`config.mk`:
```
export PLATFORM = sky130hd
export DESIGN_NAME = branch_compare_unit
export DESIGN_NICKNAME = d
export VERILOG_FILES = /design/src/rtl/branch_cmp_pkg.sv /design/src/rtl/chunk_cmp.sv /design/src/rtl/branch_compare_unit.sv
export SDC_FILE = /design/constraint.sdc
export NUM_CORES = 1
export LEC_CHECK = 0
export ABC_CLOCK_PERIOD_IN_PS = 2800
export CAP_MARGIN = 25
export CORE_MARGIN = 1.5
export CORE_UTILIZATION = 30
export DETAILED_ROUTE_END_ITERATION = 16
export SLEW_MARGIN = 10
export SYNTH_ARGS = -nofsm -noshare
export SYNTH_HDL_FRONTEND = slang
export SYNTH_SLANG_ARGS = --single-unit
```
`constraint.sdc`:
```
create_clock -name clk -period 2.8 [get_ports clk]
set_clock_uncertainty 0.05 [all_clocks]
set_input_delay 0.56 -clock clk [delete_from_list [all_inputs] [get_ports clk]]
set_output_delay 0.56 -clock clk [all_outputs]
set_load 0.03 [all_outputs]
```
`src/rtl/branch_cmp_pkg.sv`:
```
// Shared encodings for the branch compare unit: RISC-V funct3 branch ops,
// FSM states and the op-to-decision helpers.
package branch_cmp_pkg;

  typedef enum logic [2:0] {
    OP_BEQ  = 3'b000,
    OP_BNE  = 3'b001,
    OP_BLT  = 3'b100,
    OP_BGE  = 3'b101,
    OP_BLTU = 3'b110,
    OP_BGEU = 3'b111
  } br_op_e;

  typedef enum logic [1:0] {
    ST_IDLE = 2'd0,
    ST_SCAN = 2'd1,
    ST_DONE = 2'd2
  } cmp_state_e;

  // 010 and 011 are unused funct3 codes in the branch space
  function automatic logic is_op_err(input logic [2:0] op);
    return (op == 3'b010) || (op == 3'b011);
  endfunction

  function automatic logic branch_taken(input logic [2:0] op,
                                        input logic       eq,
                                        input logic       lt_s,
                                        input logic       lt_u);
    logic t;
    t = 1'b0;
    case (op)
      OP_BEQ:  t = eq;
      OP_BNE:  t = !eq;
      OP_BLT:  t = lt_s;
      OP_BGE:  t = !lt_s;
      OP_BLTU: t = lt_u;
      OP_BGEU: t = !lt_u;
      default: t = 1'b0;
    endcase
    return t;
  endfunction

endpackage

```
`src/rtl/chunk_cmp.sv`:
```
// Combinational unsigned comparator for one operand chunk.
module chunk_cmp #(
  parameter int W = 8
) (
  input  logic [W-1:0] a,
  input  logic [W-1:0] b,
  output logic         eq,
  output logic         lt
);

  assign eq = (a == b);
  assign lt = (a < b);

endmodule

```
`src/rtl/branch_compare_unit.sv`:
```
// Multi-cycle branch comparator: scans operands one chunk per cycle from the
// MSB end and stops at the first differing chunk.
//
// state | meaning
// IDLE  | ready for a request, in_ready=1
// SCAN  | comparing chunk idx, moving toward LSB while chunks match
// DONE  | result held on outputs until out_ready
module branch_compare_unit
  import branch_cmp_pkg::*;
#(
  parameter int WIDTH = 32,
  parameter int CHUNK = 8
) (
  input  logic             clk,
  input  logic             rst,
  input  logic             flush,
  input  logic             in_valid,
  output logic             in_ready,
  input  logic [WIDTH-1:0] a,
  input  logic [WIDTH-1:0] b,
  input  logic [2:0]       op,
  output logic             out_valid,
  input  logic             out_ready,
  output logic             taken,
  output logic             eq,
  output logic             lt_s,
  output logic             lt_u,
  output logic             op_err
);

  localparam int NCHUNK = WIDTH / CHUNK;
  localparam int IDX_W  = (NCHUNK > 1) ? $clog2(NCHUNK) : 1;
  localparam logic [IDX_W-1:0] IDX_TOP = IDX_W'(NCHUNK - 1);

  if ((CHUNK < 1) || (WIDTH % CHUNK != 0)) begin : g_bad_chunk
    $error("branch_compare_unit: WIDTH must be a multiple of CHUNK");
  end

  cmp_state_e       state;
  logic [WIDTH-1:0] a_r;
  logic [WIDTH-1:0] b_r;
  logic [2:0]       op_r;
  logic [IDX_W-1:0] idx;

  logic [CHUNK-1:0] a_chunk;
  logic [CHUNK-1:0] b_chunk;
  logic             chunk_eq;
  logic             chunk_lt;
  logic             fin_lt_s;

  always_comb begin
    a_chunk = '0;
    b_chunk = '0;
    for (int i = 0; i < NCHUNK; i++) begin
      if (idx == IDX_W'(i)) begin
        a_chunk = a_r[i*CHUNK +: CHUNK];
        b_chunk = b_r[i*CHUNK +: CHUNK];
      end
    end
  end

  chunk_cmp #(.W(CHUNK)) u_chunk_cmp (
    .a  (a_chunk),
    .b  (b_chunk),
    .eq (chunk_eq),
    .lt (chunk_lt)
  );

  // Sign bits decide when they differ; otherwise signed order equals unsigned.
  // chunk_lt is 0 on the final all-equal chunk, so it doubles as lt_u there.
  assign fin_lt_s = (a_r[WIDTH-1] != b_r[WIDTH-1]) ? a_r[WIDTH-1] : chunk_lt;

  always_ff @(posedge clk) begin
    if (rst) begin
      state     <= ST_IDLE;
      in_ready  <= 1'b1;
      out_valid <= 1'b0;
      taken     <= 1'b0;
      eq        <= 1'b0;
      lt_s      <= 1'b0;
      lt_u      <= 1'b0;
      op_err    <= 1'b0;
      idx       <= IDX_TOP;
      a_r       <= '0;
      b_r       <= '0;
      op_r      <= '0;
    end else if (flush) begin
      state     <= ST_IDLE;
      in_ready  <= 1'b1;
      out_valid <= 1'b0;
      idx       <= IDX_TOP;
    end else begin
      case (state)
        ST_IDLE: begin
          if (in_valid) begin
            a_r      <= a;
            b_r      <= b;
            op_r     <= op;
            idx      <= IDX_TOP;
            in_ready <= 1'b0;
            state    <= ST_SCAN;
          end
        end
        ST_SCAN: begin
          if (chunk_eq && (idx != '0)) begin
            idx <= idx - IDX_W'(1);
          end else begin
            eq        <= chunk_eq;
            lt_u      <= chunk_lt;
            lt_s      <= fin_lt_s;
            taken     <= branch_taken(op_r, chunk_eq, fin_lt_s, chunk_lt);
            op_err    <= is_op_err(op_r);
            out_valid <= 1'b1;
            state     <= ST_DONE;
          end
        end
        ST_DONE: begin
          if (out_ready) begin
            out_valid <= 1'b0;
            in_ready  <= 1'b1;
            idx       <= IDX_TOP;
            state     <= ST_IDLE;
          end
        end
        default: begin
          out_valid <= 1'b0;
          in_ready  <= 1'b1;
          idx       <= IDX_TOP;
          state     <= ST_IDLE;
        end
      endcase
    end
  end

endmodule

```
==> results of run 1 <==
[logic make-up (layout without fill, tap and decap cells)]
kind of cell / count (synthesis) / after routing / share of synthesized area
buffers and inverters: 40 / 129 / 0.0528
and+or+nand+nor: 231 / 231 / 0.260
muxes: 12 / 12 / 0.0327
DFF: 78 / 78 / 0.425
AOI/OAI and AO/OA: 131 / 131 / 0.188
adders and majority gates: 12 / 12 / 0.0409
[layout make-up]
| cell class | instances | area share |
|---|---|---|
| Multi-Input combinational cell | 386 | 0.394 |
| Clock buffer | 10 | 0.0448 |
| Tap cell | 147 | 0.0345 |
| Clock inverter | 6 | 0.0204 |
| Sequential cell | 78 | 0.293 |
| Timing Repair Buffer | 108 | 0.209 |
| Inverter | 5 | 0.00399 |
[sequential cells by signal (all words and copies together) (netlist names), 2 cells and up]
| register | count |
|---|---|
| op_r | 3 |
| b_r | 32 |
| state | 2 |
| a_r | 32 |
| idx | 2 |
[synth_stat cells]
cell type and instances:
o21ai_0 19, a21oi_1 99, buf_1 1, ha_1 12, and2b_4 1, nand2b_1 2
or3_1 2, nor2b_1 4, nand4_1 2, nor3_2 1, a2bb2oi_1 1, nor4_1 1
a211oi_1 1, dfxtp_1 78, nand4_2 1, nand3_1 2, o211ai_1 2, nor3_1 3
nand2_1 173, nand3b_1 2, o22ai_1 1, buf_6 4, o2111ai_1 1, nand2b_4 1
clkbuf_1 19, buf_2 11, and2b_1 1, o31a_1 1, inv_1 4, a31oi_1 2
nor3_4 1, a311oi_1 1, o21a_1 2, mux2i_1 12, inv_2 1, nor2_1 34
a21oi_2 1
[routing by layer]
layer | track usage | vias up
met3 | 0.0340 | 18
met5 | 0 | -
met2 | 0.268 | 92
met4 | 0.0575 | 0
li1 | - | 1845
met1 | 0.216 | 1669
[worst max path at each step]
stage / start / depth (start not counted) / slack, ns / endpoint
floorplan: idx[0] / 17 / 0.04 / op_err
global placement: idx[0] / 13 / -0.19 / taken
detailed placement: idx[0] / 14 / -0.35 / idx[1]
CTS: idx[1] / 18 / 0.002 / out_valid
global route: idx[1] / 18 / -0.19 / out_valid
finish: idx[1] / 18 / -0.06 / out_valid
[worst max-delay path, cell delays in order (launching register included)]
cell	delay (ns)
dfxtp_2	0.34
inv_2	0.05
buf_6	0.11
ha_4	0.18
buf_8	0.14
nand2_2	0.08
nor2_4	0.04
a21oi_4	0.13
nor2_2	0.06
a21oi_2	0.13
o21ai_1	0.08
ha_1	0.33
nand4_4	0.15
nor3_4	0.32
buf_6	0.16
inv_4	0.04
a21oi_2	0.13
a2bb2oi_2	0.13
nor3_1	0.06
[where the power goes]
part	internal [mW]	total, mW	switching, mW	leakage [nW]
combinational	0.220	0.421	0.201	1.18
clock	0.893	1.35	0.453	0.172
sequential	1.16	1.20	0.0394	0.635
total	2.27	2.97	0.694	1.99
[per-stage QoR]
stage	area, sq um	worst slack, ns	setup TNS [ns]	hold WS, ns	utilization
after floorplan	3670	0.0434	0	0.386	-
after global placement	4670	-0.193	-1.01	0.398	0.391
after detailed placement	4670	-0.352	-2.61	0.399	0.391
after CTS	5260	0.00212	0	0.408	0.439
after global routing	5340	-0.186	-1.36	0.426	0.446
final	5340	-0.0585	-0.158	0.406	0.446
[timing repair]
item                                    in CTS  in global routing
endpoints found under the setup margin      10                 10
pin swaps                                   10                 17
gates cloned                                 2                  0
gates resized for setup                     46                 30
setup buffers                                4                  5
==> metrics.csv, run 1 <==
metric;value;unit
Die X;114;um
drt pass-1 iters;4;
outcome;finished, violations left;
Tcrit/Tclk final;1.02;
input/output buffers;78;
Syn Area/Cell;7.29;sq um
CTS Hold Bufs;0;
Core Area;0.0120;sq mm
Worst setup EP type;flip-flop;
vias in the first global route;3501;
post-synth net total;588;
Initial Util;0.307;
CTS Buf Count;9;
crit path max fanout;8;
root buf cell;clkbuf_16;
post-synthesis sequential area ratio;0.425;
Yosys reg bits;78;
final worst slack;-0.0585;ns
cell taking the most area after synthesis;dfxtp_1;
LEAKAGE;1.99;nW
Rel. slew slack;0.554;
DP Cell Count;715;
routed length on met3;485;um
Max-Cap Viols;0;
Routed Antenna Nets;0;
HPWL after DPL;7.42;mm
Tot Pwr;2.97;mW
final weighted congestion in routability-driven placement;0.886;
clk slew on worst S/H paths;0.06;ns
CTS H-tree depth;3;
met2 wire length;4.97;mm
via count;3624;
initial antenna violation count;0;
WS Path Type;flip-flop to flip-flop;
first-pass GRT wire length;17.0;mm
# rows;40;
DR DRC count;0;
failing checks;setup timing;
layout cells sized above 1;0.157;
layout net count;672;
ant diodes;0;
min Tclk post-route;2.86;ns
required time worst endpoint;2.95;ns
# IOs;79;
largest net degree at the start of global routing;68;
RSZ-0062 raised after global routing;yes;
post-synthesis cell type count;37;
Synth top area share;0.425;
critical path launch point type;flip-flop;
Area growth, synth to finish;45.3;%
capturing point of the worst reg2reg path;out_valid;
leading post-synthesis cells by cell area;dfxtp_1, nand2_1, a21oi_1;
post-synthesis cell count;504;
Max Used Layer;met4;
maximum vdd drop;0.264;mV
Crit Reg-Reg Startpoint;idx[1];
fillers;1187;
flop2flop setup slack;-0.06;ns
PD cells;556;mW/mm^2
vias per inst;4.90;
r2r worst-path depth;18;
Slew Viols, Final;0;
routed length on met1;4.84;mm
CTS tree;yes;
Chip Height;114;um
GRT Util Overall;0.164;
maximum clock frequency;0.350;GHz
CTS sink count;78;
final WL;10.5;mm
global route total overflow;0;
data arrival time of the critical path;3.01;ns
Worst-Margin Slew;0.669;ns
commonest non-fill, non-tap cell in the layout;nand2_1;
wire per inst;14.1;um
hold path start;b_r[5];
Min-Delay Path Depth;2;
Hold Path End;b_r[5];
register area;0.00156;sq mm
die area;0.0129;sq mm
worst min path class;flip-flop to flip-flop;
synth warn;0;
CTS Buffer Depth;2;
latest clock arrival within the worst-skew pair;0.33;ns
area of the multi-input gates;0.00210;sq mm
Final Hold Violating Endpoints;0;
Non-Filler Instances;740;
Synth Cell Area;0.00367;sq mm
initial drt markers;165;
commonest cells after routing, fill and taps aside;nand2_1, a21oi_1, clkdlybuf4s50_1, dfxtp_1, nor2_1;
endpoints failing setup;4;
No activity file was read; power rests on OpenSTA's default activity.
==> run 2, diff against run 1 <==
--- a/config.mk
+++ b/config.mk
@@ -10,7 +10,10 @@
 export CORE_MARGIN = 1.5
 export CORE_UTILIZATION = 30
 export DETAILED_ROUTE_END_ITERATION = 16
+export HOLD_SLACK_MARGIN = 0.06
+export REMOVE_ABC_BUFFERS = 1
 export SLEW_MARGIN = 10
 export SYNTH_ARGS = -nofsm -noshare
 export SYNTH_HDL_FRONTEND = slang
 export SYNTH_SLANG_ARGS = --single-unit
+export TNS_END_PERCENT = 50
==> metrics.csv, run 2 (synthesis results as in run 1) <==
metric;value;unit;change
outcome;finished, final reports clean;;
Tcrit/Tclk final;0.970;;-0.0507
maximum clock frequency;0.368;GHz;+5.2%
final weighted congestion in routability-driven placement;0.829;;-6.4%
CTS Buf Count;9;;unchanged
r2r worst-path depth;16;;-2
Slew Viols, Final;0;;unchanged
layout cells sized above 1;0.0974;;-0.0594
worst min path class;flip-flop to flip-flop;;
GRT Util Overall;0.145;;-0.0199
ant diodes;0;;unchanged
clk slew on worst S/H paths;0.06;ns;about the same
commonest cells after routing, fill and taps aside;nand2_1, a21oi_1, clkdlybuf4s50_1, dfxtp_1, nor2_1;;
Worst-Margin Slew;0.416;ns;-0.253 ns
# rows;40;;unchanged
min Tclk post-route;2.72;ns;-0.142 ns
final instance area;0.00512;sq mm;-4.0%
maximum vdd drop;0.305;mV;+15%
endpoints failing setup;0;;-4
latest clock arrival within the worst-skew pair;0.33;ns;about the same
Worst setup endpoint;idx[1];;
flop2flop setup slack;0.08;ns;+0.14 ns
input/output buffers;78;;unchanged
root buf cell;clkbuf_16;;
crit path max fanout;9;;+1
RSZ-0062 raised after global routing;yes;;
Die X;114;um;unchanged
Largest regs;a_r (32), b_r (32), op_r (3);;
vias in the first global route;3301;;-5.7%
Final Hold Violating Endpoints;0;;unchanged
initial drt markers;169;;+2.4%
Initial Util;0.307;;unchanged
CP startpoint;idx[0];;
wire per inst;12.9;um;-8.4%
HPWL after DPL;6.58;mm;-11%
via count;3525;;-2.7%
# IOs;79;;unchanged
final WL;9.48;mm;-9.4%
Non-Filler Instances;732;;-1.1%
Worst setup EP type;flip-flop;;
Rel. slew slack;0.722;;+0.168
DR DRC count;0;;unchanged
first-pass GRT wire length;14.9;mm;-12%
CTS H-tree depth;3;;unchanged
CTS Buffer Depth;2;;unchanged
Max-Cap Viols;0;;unchanged
LEAKAGE;1.92;nW;-3.7%
Area growth, synth to finish;39.5;%;
initial antenna violation count;0;;unchanged
Tot Pwr;2.99;mW;+0.78%
data arrival time of the critical path;2.86;ns;-0.15 ns
Core Area;0.0120;sq mm;unchanged
capturing point of the worst reg2reg path;idx[1];;
global route total overflow;0;;unchanged
required time worst endpoint;2.94;ns;about the same
vias per inst;4.82;;-1.7%
Routed Antenna Nets;0;;unchanged
Crit Reg-Reg Startpoint;idx[0];;
commonest non-fill, non-tap cell in the layout;nand2_1;;
largest net degree at the start of global routing;40;;-41%
critical path launch point type;flip-flop;;
die area;0.0129;sq mm;unchanged
layout net count;664;;-1.2%
CTS sink count;78;;unchanged
DP Cell Count;711;;-0.56%
area post-placement;0.00464;sq mm;-0.64%
PD cells;584;mW/mm^2;+5.0%
WS Path Type;flip-flop to flip-flop;;
CTS tree;yes;;
drt pass-1 iters;4;;unchanged
Chip Height;114;um;unchanged
## run 2: changes by cell type in the layout (fill, tap and decap cells not counted), moves of 4 or more
cell / change
nor2_2: -4
a21oi_1: +13
o21ai_0: +6
a21oi_2: -12
nand2_2: -4
o21ai_1: -5
nand2_1: +5
nor2_1: +6
buf_6: -8
## run 2: what timing repair did
| item | in CTS | in global routing |
|---|---|---|
| setup endpoints to repair | 7 | 10 |
| buffers inserted | 0 | 4 |
| resized for setup | 3 | 19 |
| gates cloned | 0 | 1 |
| hold buffers | 0 | 0 |
| pin swaps | 2 | 17 |
## run 2: final cells by class
type	count	area, sq um
clock buffer	10	229
clock inverter	6	134
fill	1219	6840
inverter	5	21.3
multi-input combinational	386	1980
sequential	78	1570
tap	147	184
timing repair buffer	100	1010
## run 2: worst max-delay path, cell delays in order (launching register included)
cell and delay [ns]:
dfxtp_4 0.39, inv_4 0.05, ha_4 0.16, buf_12 0.14
nand2_1 0.06, nor2_1 0.03, a21oi_1 0.11, nor2_1 0.05
a21oi_1 0.12, o21ai_1 0.09, ha_1 0.30, nand4_1 0.24
nor3_4 0.26, nor2b_2 0.08, a21oi_2 0.14, mux2i_1 0.22
nand2_1 0.08
## run 2: worst min-delay path by stage
stage	depth (start not counted)	endpoint	slack (ns)	start
floorplan	2	a_r[24]	0.38	a_r[24]
global placement	2	b_r[27]	0.39	b_r[27]
detailed placement	2	b_r[28]	0.40	b_r[28]
CTS	2	b_r[28]	0.41	b_r[28]
global route	2	b_r[25]	0.42	b_r[25]
finish	2	a_r[24]	0.40	a_r[24]
## run 2: metal layers
metal	wire, um	global-route usage	share of wire	vias up
met5	0	0	0	-
met4	166	0.0667	0.018	0
met2	4350	0.237	0.46	78
met3	382	0.0244	0.040	13
met1	4580	0.186	0.48	1608
li1	-	-	-	1826
## run 2: metrics by stage
stage	hold slack [ns]	TNS (ns)	worst slack, ns	utilization
finish	0.403	0	0.0835	0.428
global route	0.419	-0.511	-0.124	0.428
CTS	0.406	-0.00363	-0.00363	0.419
detailed placement	0.398	-0.357	-0.0864	0.388
global placement	0.392	-0.0125	-0.00953	0.388
floorplan	0.380	-5.52	-0.131	-
## run 2: where the power goes
| part | switching (mW) | internal [mW] |
|---|---|---|
| registers | 0.0326 | 1.16 |
| logic | 0.188 | 0.201 |
| clock network | 0.448 | 0.961 |
| total | 0.669 | 2.32 |
